[config.mk]
export PLATFORM = sky130hd
export DESIGN_NAME = imem_loader
export DESIGN_NICKNAME = d
export VERILOG_FILES = /design/src/rtl/imem_loader_pkg.sv /design/src/rtl/byte_assembler.sv /design/src/rtl/imem_loader.sv
export SDC_FILE = /design/constraint.sdc
export NUM_CORES = 1
export LEC_CHECK = 0
export CAP_MARGIN = 5
export CORE_UTILIZATION = 55
export CTS_CLUSTER_DIAMETER = 120
export DETAILED_ROUTE_END_ITERATION = 6
export HOLD_SLACK_MARGIN = 0.02
export PLACE_DENSITY_LB_ADDON = 0.12
export SLEW_MARGIN = 20
export SYNTH_ARGS = -nofsm -noshare
export SYNTH_HDL_FRONTEND = slang
export SYNTH_SLANG_ARGS = --single-unit
[constraint.sdc]
create_clock -name clk -period 6.5 [get_ports clk]
set_input_delay 1.3 -clock clk [delete_from_list [all_inputs] [get_ports clk]]
set_output_delay 1.3 -clock clk [all_outputs]
set_load 0.05 [all_outputs]
[src/rtl/imem_loader_pkg.sv]
// Shared types and constants for the instruction-memory boot loader.
package imem_loader_pkg;

   typedef enum logic [2:0] {
      IDLE  = 3'd0,
      LEN   = 3'd1,
      DATA  = 3'd2,
      WRITE = 3'd3,
      DONE  = 3'd4,
      ERROR = 3'd5
   } state_e;

   localparam int WORD_W         = 32;
   localparam int BYTES_PER_WORD = 4;
   localparam int ADDR_STEP      = 4;

endpackage

[src/rtl/byte_assembler.sv]
// Packs four little-endian stream bytes into one 32-bit word; used for both
// the length header and the instruction words.
module byte_assembler
   import imem_loader_pkg::*;
(
   input  logic              clk,
   input  logic              rst,
   input  logic              clr,
   input  logic              load,
   input  logic [7:0]        byte_in,
   output logic [WORD_W-1:0] word,
   output logic              word_complete
);

   logic [1:0]        idx_q;
   logic [WORD_W-1:0] shreg_q;

   // Bytes shift in from the top, so the first byte ends up in bits [7:0].
   assign word          = {byte_in, shreg_q[WORD_W-1:8]};
   assign word_complete = load && (idx_q == 2'(BYTES_PER_WORD - 1));

   always_ff @(posedge clk) begin
      if (rst || clr) begin
         idx_q   <= '0;
         shreg_q <= '0;
      end else if (load) begin
         idx_q   <= idx_q + 2'd1;
         shreg_q <= word;
      end
   end

endmodule

[src/rtl/imem_loader.sv]
// Boot-time loader: parses a word-count header, writes the image into the
// instruction memory and keeps the processor in reset until it is complete.
module imem_loader
   import imem_loader_pkg::*;
#(
   parameter logic [31:0] BASE_ADDR = 32'h0000_0000,
   parameter int          MAX_WORDS = 1024
) (
   input  logic        clk,
   input  logic        rst,
   input  logic        start,
   input  logic        in_valid,
   input  logic [7:0]  in_data,
   output logic        in_ready,
   output logic        mem_wr,
   output logic [31:0] mem_waddr,
   output logic [31:0] mem_wdata,
   output logic        cpu_hold,
   output logic        done,
   output logic        err,
   output logic [31:0] words_written,
   output logic [2:0]  dbg_state
);

   // Handshake: a byte moves on a rising edge where in_valid && in_ready;
   // in_ready depends only on the registered state, never on in_valid.

   state_e      state_q, state_d;
   logic        in_ready_q, mem_wr_q, cpu_hold_q, done_q, err_q;
   logic [31:0] waddr_q, wdata_q, ww_q, rem_q;

   logic              xfer, start_ok, word_complete;
   logic [WORD_W-1:0] asm_word;

   assign xfer     = in_valid && in_ready_q;
   assign start_ok = start && (state_q == IDLE || state_q == DONE || state_q == ERROR);

   byte_assembler u_asm (
      .clk           (clk),
      .rst           (rst),
      .clr           (start_ok),
      .load          (xfer),
      .byte_in       (in_data),
      .word          (asm_word),
      .word_complete (word_complete)
   );

   always_comb begin
      state_d = state_q;
      case (state_q)
         IDLE, DONE, ERROR: if (start) state_d = LEN;
         LEN: begin
            if (word_complete) begin
               if (asm_word == '0)                   state_d = DONE;
               else if (asm_word > 32'(MAX_WORDS))   state_d = ERROR;
               else                                  state_d = DATA;
            end
         end
         DATA:    if (word_complete) state_d = WRITE;
         WRITE:   state_d = (rem_q == 32'd1) ? DONE : DATA;
         default: state_d = IDLE;
      endcase
   end

   // Status outputs are registered from the next state so they change
   // together with the state register.
   always_ff @(posedge clk) begin
      if (rst) begin
         state_q    <= IDLE;
         in_ready_q <= 1'b0;
         mem_wr_q   <= 1'b0;
         cpu_hold_q <= 1'b1;
         done_q     <= 1'b0;
         err_q      <= 1'b0;
         waddr_q    <= BASE_ADDR;
         wdata_q    <= '0;
         ww_q       <= '0;
         rem_q      <= '0;
      end else begin
         state_q    <= state_d;
         in_ready_q <= (state_d == LEN) || (state_d == DATA);
         mem_wr_q   <= (state_d == WRITE);
         cpu_hold_q <= (state_d != DONE);
         done_q     <= (state_d == DONE);
         err_q      <= (state_d == ERROR);
         if (start_ok) begin
            waddr_q <= BASE_ADDR;
            ww_q    <= '0;
         end
         if (state_q == LEN && word_complete) rem_q <= asm_word;
         if (state_q == DATA && word_complete) wdata_q <= asm_word;
         if (state_q == WRITE) begin
            waddr_q <= waddr_q + 32'(ADDR_STEP);
            ww_q    <= ww_q + 32'd1;
            rem_q   <= rem_q - 32'd1;
         end
      end
   end

   assign in_ready      = in_ready_q;
   assign mem_wr        = mem_wr_q;
   assign mem_waddr     = waddr_q;
   assign mem_wdata     = wdata_q;
   assign cpu_hold      = cpu_hold_q;
   assign done          = done_q;
   assign err           = err_q;
   assign words_written = ww_q;
   assign dbg_state     = state_q;

endmodule

Yosys cells after proc, flatten, opt, wreduce, memory -nomap -nowiden. Index checks and enable logic that the tools add are counted.

Flip-flop bits (word level): 170. Input port bits: 12. Output and inout bits: 104. Logic and storage cells: 56.

Add/sub/neg operators: 4. $lt $le $gt $ge: 1. Equal/unequal tests: 13. Multiplexer cells: 12. Reductions and logical operators: 14.

Operators by type and width (number): $mux 32 (5); $add 32x1->32 const B (1); $add 32x3->32 const B (1); $eq 32x1->1 const B (1); $gt 32x11->1 const B (1); $logic_not 32->1 (1); $sub 32x1->32 const B (1); $mux 3 (6); $eq 3x2->1 const B (4); $eq 3x3->1 const B (4); $pmux 3 s4 (1); $eq 3x1->1 const B (2); $logic_and 1x1->1 (5); $logic_or 1x1->1 (4); $reduce_bool 2->1 (2); $logic_not 3->1 (1); $ne 3x3->1 const B (1); $reduce_or 3->1 (1); $add 2x1->2 const B (1); $eq 2x2->1 const B (1).

Depth between registers and ports, before layout.
Depth in word-level cells: 7. Mapped depth: 8. Mapped depth without buffers: 6.

Hierarchy. A second synthesis with hierarchy kept.

Cells, all modules: 913. Area total of the unflattened synthesis: 7511.0 µm².

By module, submodules not included: imem_loader (instances 1, cells an instance 818, area an instance 6471.2 µm², seq. area each 2682.6 µm²); byte_assembler (instances 1, cells an instance 95, area an instance 1039.7 µm², seq. area each 520.5 µm²).

Worst setup path before layout. No wires, ideal clock.

Path kind: input port to flip-flop. Start: input port in_valid. End: register rem_q[18]. Setup time: 70 ps. Arrival time: 2615 ps. Data required time: 6430 ps. Slack: 3815 ps. Cell stages on the path: 5. Path buffers: 1. Cells stage by stage: nand3_1 > nor3_1 > clkbuf_1 > a22oi_1 > a21oi_1.

Cells in the longest elaborated chain, start to end: 4.

Ends and longest elaborated chain: start, declared (line imem_loader.sv:12) `input logic in_valid,`; $logic_and 1x1->1 (line imem_loader.sv:35) `assign xfer = in_valid && in_ready_q;`; $logic_and 1x1->1 (line byte_assembler.sv:20) `assign word_complete = load && (idx_q == 2'(BYTES_PER_WORD - 1));`; $logic_and 1x1->1 (line imem_loader.sv:90) `if (state_q == LEN && word_complete) rem_q <= asm_word;`; $reduce_bool 2->1 (no line); end signal, assigned (line imem_loader.sv:90); end signal, assigned (line imem_loader.sv:95) `rem_q <= rem_q - 32'd1;`; end, declared (line imem_loader.sv:30) `logic [31:0] waddr_q, wdata_q, ww_q, rem_q;`.

No other way between the ends. A chain may end at the register's enable or synchronous reset.

Final worst setup path.
Start: register state_q[1] (netlist: dbg_state[1]). End: register waddr_q[21] (netlist: mem_waddr[21]).

Cells in the longest elaborated chain, start to end: 5. Elaborated cells between the ends (all ways): 9. Classes of those cells: 3 x eq/ne; 1 x mux; 5 x reduce/logical.

Ends and longest elaborated chain: start, declared (line imem_loader.sv:28) `state_e state_q, state_d;`; start signal, assigned (line imem_loader.sv:80) `state_q <= state_d;`; $eq 3x3->1 or $logic_not 3->1 (tied branches) (line imem_loader.sv:36) `assign start_ok = start && (state_q == IDLE || state_q == DONE || state_q == ERROR);`; $logic_or 1x1->1 (2 in a row) (line imem_loader.sv:36); $logic_and 1x1->1 (line imem_loader.sv:36); $reduce_bool 2->1 (no line); end signal, assigned (line imem_loader.sv:93) `waddr_q <= waddr_q + 32'(ADDR_STEP);`; end, declared (line imem_loader.sv:30).

Parallel ways exist; a longest one is shown, timed or not.

==> reports/metrics.yaml <==
synthesis:
  synth-seq-cells: 160
  synth_top_family_by_area: "simple AND/OR/NAND/NOR gates"
  yosys-top-cells-area: "dfxtp_1 (43%), nand2_1 (9.7%), a21oi_1 (7.0%)"
  avgSynthCellArea_um2: 7.89
  synth_edf_count: 0
  yosysSeqAreaShare: 0.430
  synthXorXnorAreaFrac: 0.00471
  synth-compound-area-share: 0.170
  synth_adder_area_share: 0.00840
  yosys.area_share.simple: 0.324
  synthFlopType: "dfxtp_1"
  synth_cell_types: 60
  yosysTopAreaCell: "dfxtp_1"
  yosys_warnings: 0
  synth_top_area_frac: 0.430
  synthCells: 943
  muxShareOfSynthArea: 0.0261
  syn_area_mm2: 0.00744
  async_flop_share: 0
setup_path:
  critPathKind: "reg2reg"
  cp_slowest_cell: "dfxtp_1"
  cp.arrival_ns: 3.62
  crit_chain: "nand3b_1, buf_4, nor4_2, nand4_1, or3_1, a21oi_1"
  crit_fanout: 31
  r2r_slack_ns: 3.23
  worst_setup_path_start_kind: "flip-flop"
  slowest_delay_ns: 0.58
  cp-end-kind: "flip-flop"
  worstPathRequired_ns: 6.85
cts:
  ctsResizeCount: 0
  cts_sinks: 160
  hold_buffers: 0
  cts_tree: "built"
  clock_latency_ns: 0.43
  cts_setup_buffers: 0
  cts_made_buffers: 17
  cts-root-buf: "clkbuf_16"
  clk_pin_slew_ns: 0.06
  cts.htree.levels: 4
  clockBufferDepth: 2
grt:
  grt_start_max_net_pins: 90
  antenna_found_initial: 0
  grt_overflow: 0
  busiest_layer: "met2"
  global_route.usage.met1: 0.373
  use_met2: 0.468
  grt_first_pass_wirelength_um: 32400
  use_met3: 0.0565
  grtUsageTotal: 0.287
  grt_pass1_vias: 6378
sta:
  max_freq_mhz: 306
  skew_ns: 0.00902
  setup_violations: 0
  slew_headroom: 0.383
  report.final.hold_viol_count: 0
  grt_setup_unrepaired: "false"
  finalSetupTns_ns: 0
  fin_crit_sh: 0.503
  finalCriticalPeriod_ns: 3.27
  slew_viol_final: 0
  tightestPinTransition_ns: 0.926
floorplan:
  die_w_um: 118
  dieArea_mm2: 0.0140
  ios: 116
  core_mm2: 0.0132
  rows: 42
  initial_core_util: 0.562
  die_h_um: 118
worst_hold_path:
  min_path_type: "reg2reg"
routing:
  drc_errors: 0
  detail-route-antenna-nets: 0
  post_drt_via_cell_ratio: 6.10
  drt_iter0_markers: 764
  dr_total_vias: 7413
  first_pass_iters: 7
  wl_per_cell_um: 16.7
  wirelength_um: 20300
cells_and_area:
  design_area_mm2: 0.00926
  syn2layout_area_growth_pct: 24.4
  instances_no_fill: 1216
  fin_nets: 1044
  num_antenna_cells: 0
  drive_above_1_share: 0.0769
job:
  maxCapViolCount: 0
power:
  powerDensity_mw_per_mm2: 227
  p_leak_nw: 3.01
  ir_worst_vdd_uv: 182
place:
  gp_congestion: 0.918
  place_hpwl_um: 13400
  port_buffers: 113
  placed_area_mm2: 0.00864
  placed_cells: 1184
outcome:
  outcome: "finished clean"
-- flip-flops by register name (all words and copies together) (netlist names) --
| register | count |
|---|---|
| words_written | 32 |
| in_ready | 1 |
| mem_wdata | 32 |
| mem_wr | 1 |
| u_asm.idx_q | 2 |
| cpu_hold | 1 |
| u_asm.shreg_q | 24 |
| dbg_state | 3 |
| err | 1 |
| mem_waddr | 30 |
| done | 1 |
| rem_q | 32 |
-- routing by layer --
layer  up-vias  part of all wire  wire [um]
li1       3600                 -          -
met1      3502              0.44       8950
met2       273              0.47       9560
met3        38             0.064       1290
met4         0             0.025        511
met5         -                 0          0
-- logic make-up (layout without fill, tap and decap cells) --
kind of cell,after synthesis,count (layout)
other cells,1,2
buf+inv,69,165
compound gates,205,205
xor+xnor,4,4
simple gates,481,481
mux,18,18
fa+ha+maj,5,5
flops,160,160
-- worst paths after layout --
check                                   start       endpoint  cells past startpoint
worst min register to register  mem_wdata[19]  mem_wdata[19]                      2
worst max-delay path             dbg_state[1]  mem_waddr[21]                      6
worst max register to register   dbg_state[1]  mem_waddr[21]                      6
worst min-delay path            mem_wdata[19]  mem_wdata[19]                      2
-- synth_stat cells (7+ instances only) --
cell and number:
or2_2 13, nor4_1 23, dfxtp_1 160, nand3_1 50, nand2_1 192, and3_1 13, a311oi_1 7, nor2_1 61
or3_1 20, nand4_1 29, a21oi_1 104, inv_1 13, a31oi_1 19, clkbuf_1 48, o211ai_1 16, mux2_2 11
o21ai_0 15, and4_1 7, or4_1 15, mux2i_1 7, nand2b_1 7, nand3b_1 9, nor3_1 19
-- power by group --
part | internal, mW | leakage (nW) | switching (mW)
Combinational | 0.0173 | 1.43 | 0.0513
Sequential | 0.983 | 1.29 | 0.00544
Clock | 0.620 | 0.293 | 0.427
-- area by class of cell --
cell class / count / area, um2
well taps: 176 / 220
repair buffers: 120 / 1180
fillers: 1103 / 3980
clock inverters: 14 / 179
flip-flops and latches: 160 / 3200
inverters: 13 / 48.8
clock buffers: 18 / 439
multi-input cells: 715 / 3990
-- cells in the final DEF (no fill, tap or decap), types with 4 or more instances in the layout --
master	Yosys	layout
mux2_2	11	11
and3_1	13	13
inv_1	13	13
nor2_1	61	61
nor4_1	23	23
nor2b_1	5	5
o211ai_1	16	16
clkdlybuf4s50_1	0	112
a22oi_1	5	5
nand3_1	50	50
mux2i_1	7	7
o21ai_0	15	15
nor3_1	19	17
or4_1	15	15
o311ai_0	5	5
nand3b_1	9	9
nand4_1	29	29
nand4b_1	4	4
nand2_1	192	192
dfxtp_1	160	160
a21oi_1	104	104
clkbuf_16	0	17
and4_1	7	7
a31oi_1	19	19
or3_1	20	19
o31ai_1	5	5
or2_2	13	13
a211oi_1	4	4
buf_4	2	8
ha_1	5	5
nand2b_1	7	6
clkinvlp_4	0	4
a311oi_1	7	7
-- stage by stage --
step | utilization | setup slack [ns] | hold slack, ns | power (mW)
after global routing | 0.699 | 2.98 | 0.471 | 2.16
final | 0.699 | 3.23 | 0.454 | 2.10
after global placement | 0.652 | 2.93 | 0.442 | 1.08
after CTS | 0.699 | 3.27 | 0.456 | 2.11
after floorplan | - | 3.81 | 0.428 | 1.05
after detailed placement | 0.652 | 2.90 | 0.446 | 1.08
-- worst max-delay path: cells and delay by family (launching register included) --
family | cells | cell delay, ns
and+or+nand+nor | 4 | 1.98
DFF | 1 | 0.58
AOI/OAI and AO/OA | 1 | 0.16
buffers and inverters | 1 | 0.45
Note: power is estimated with default switching activity, not from simulation.
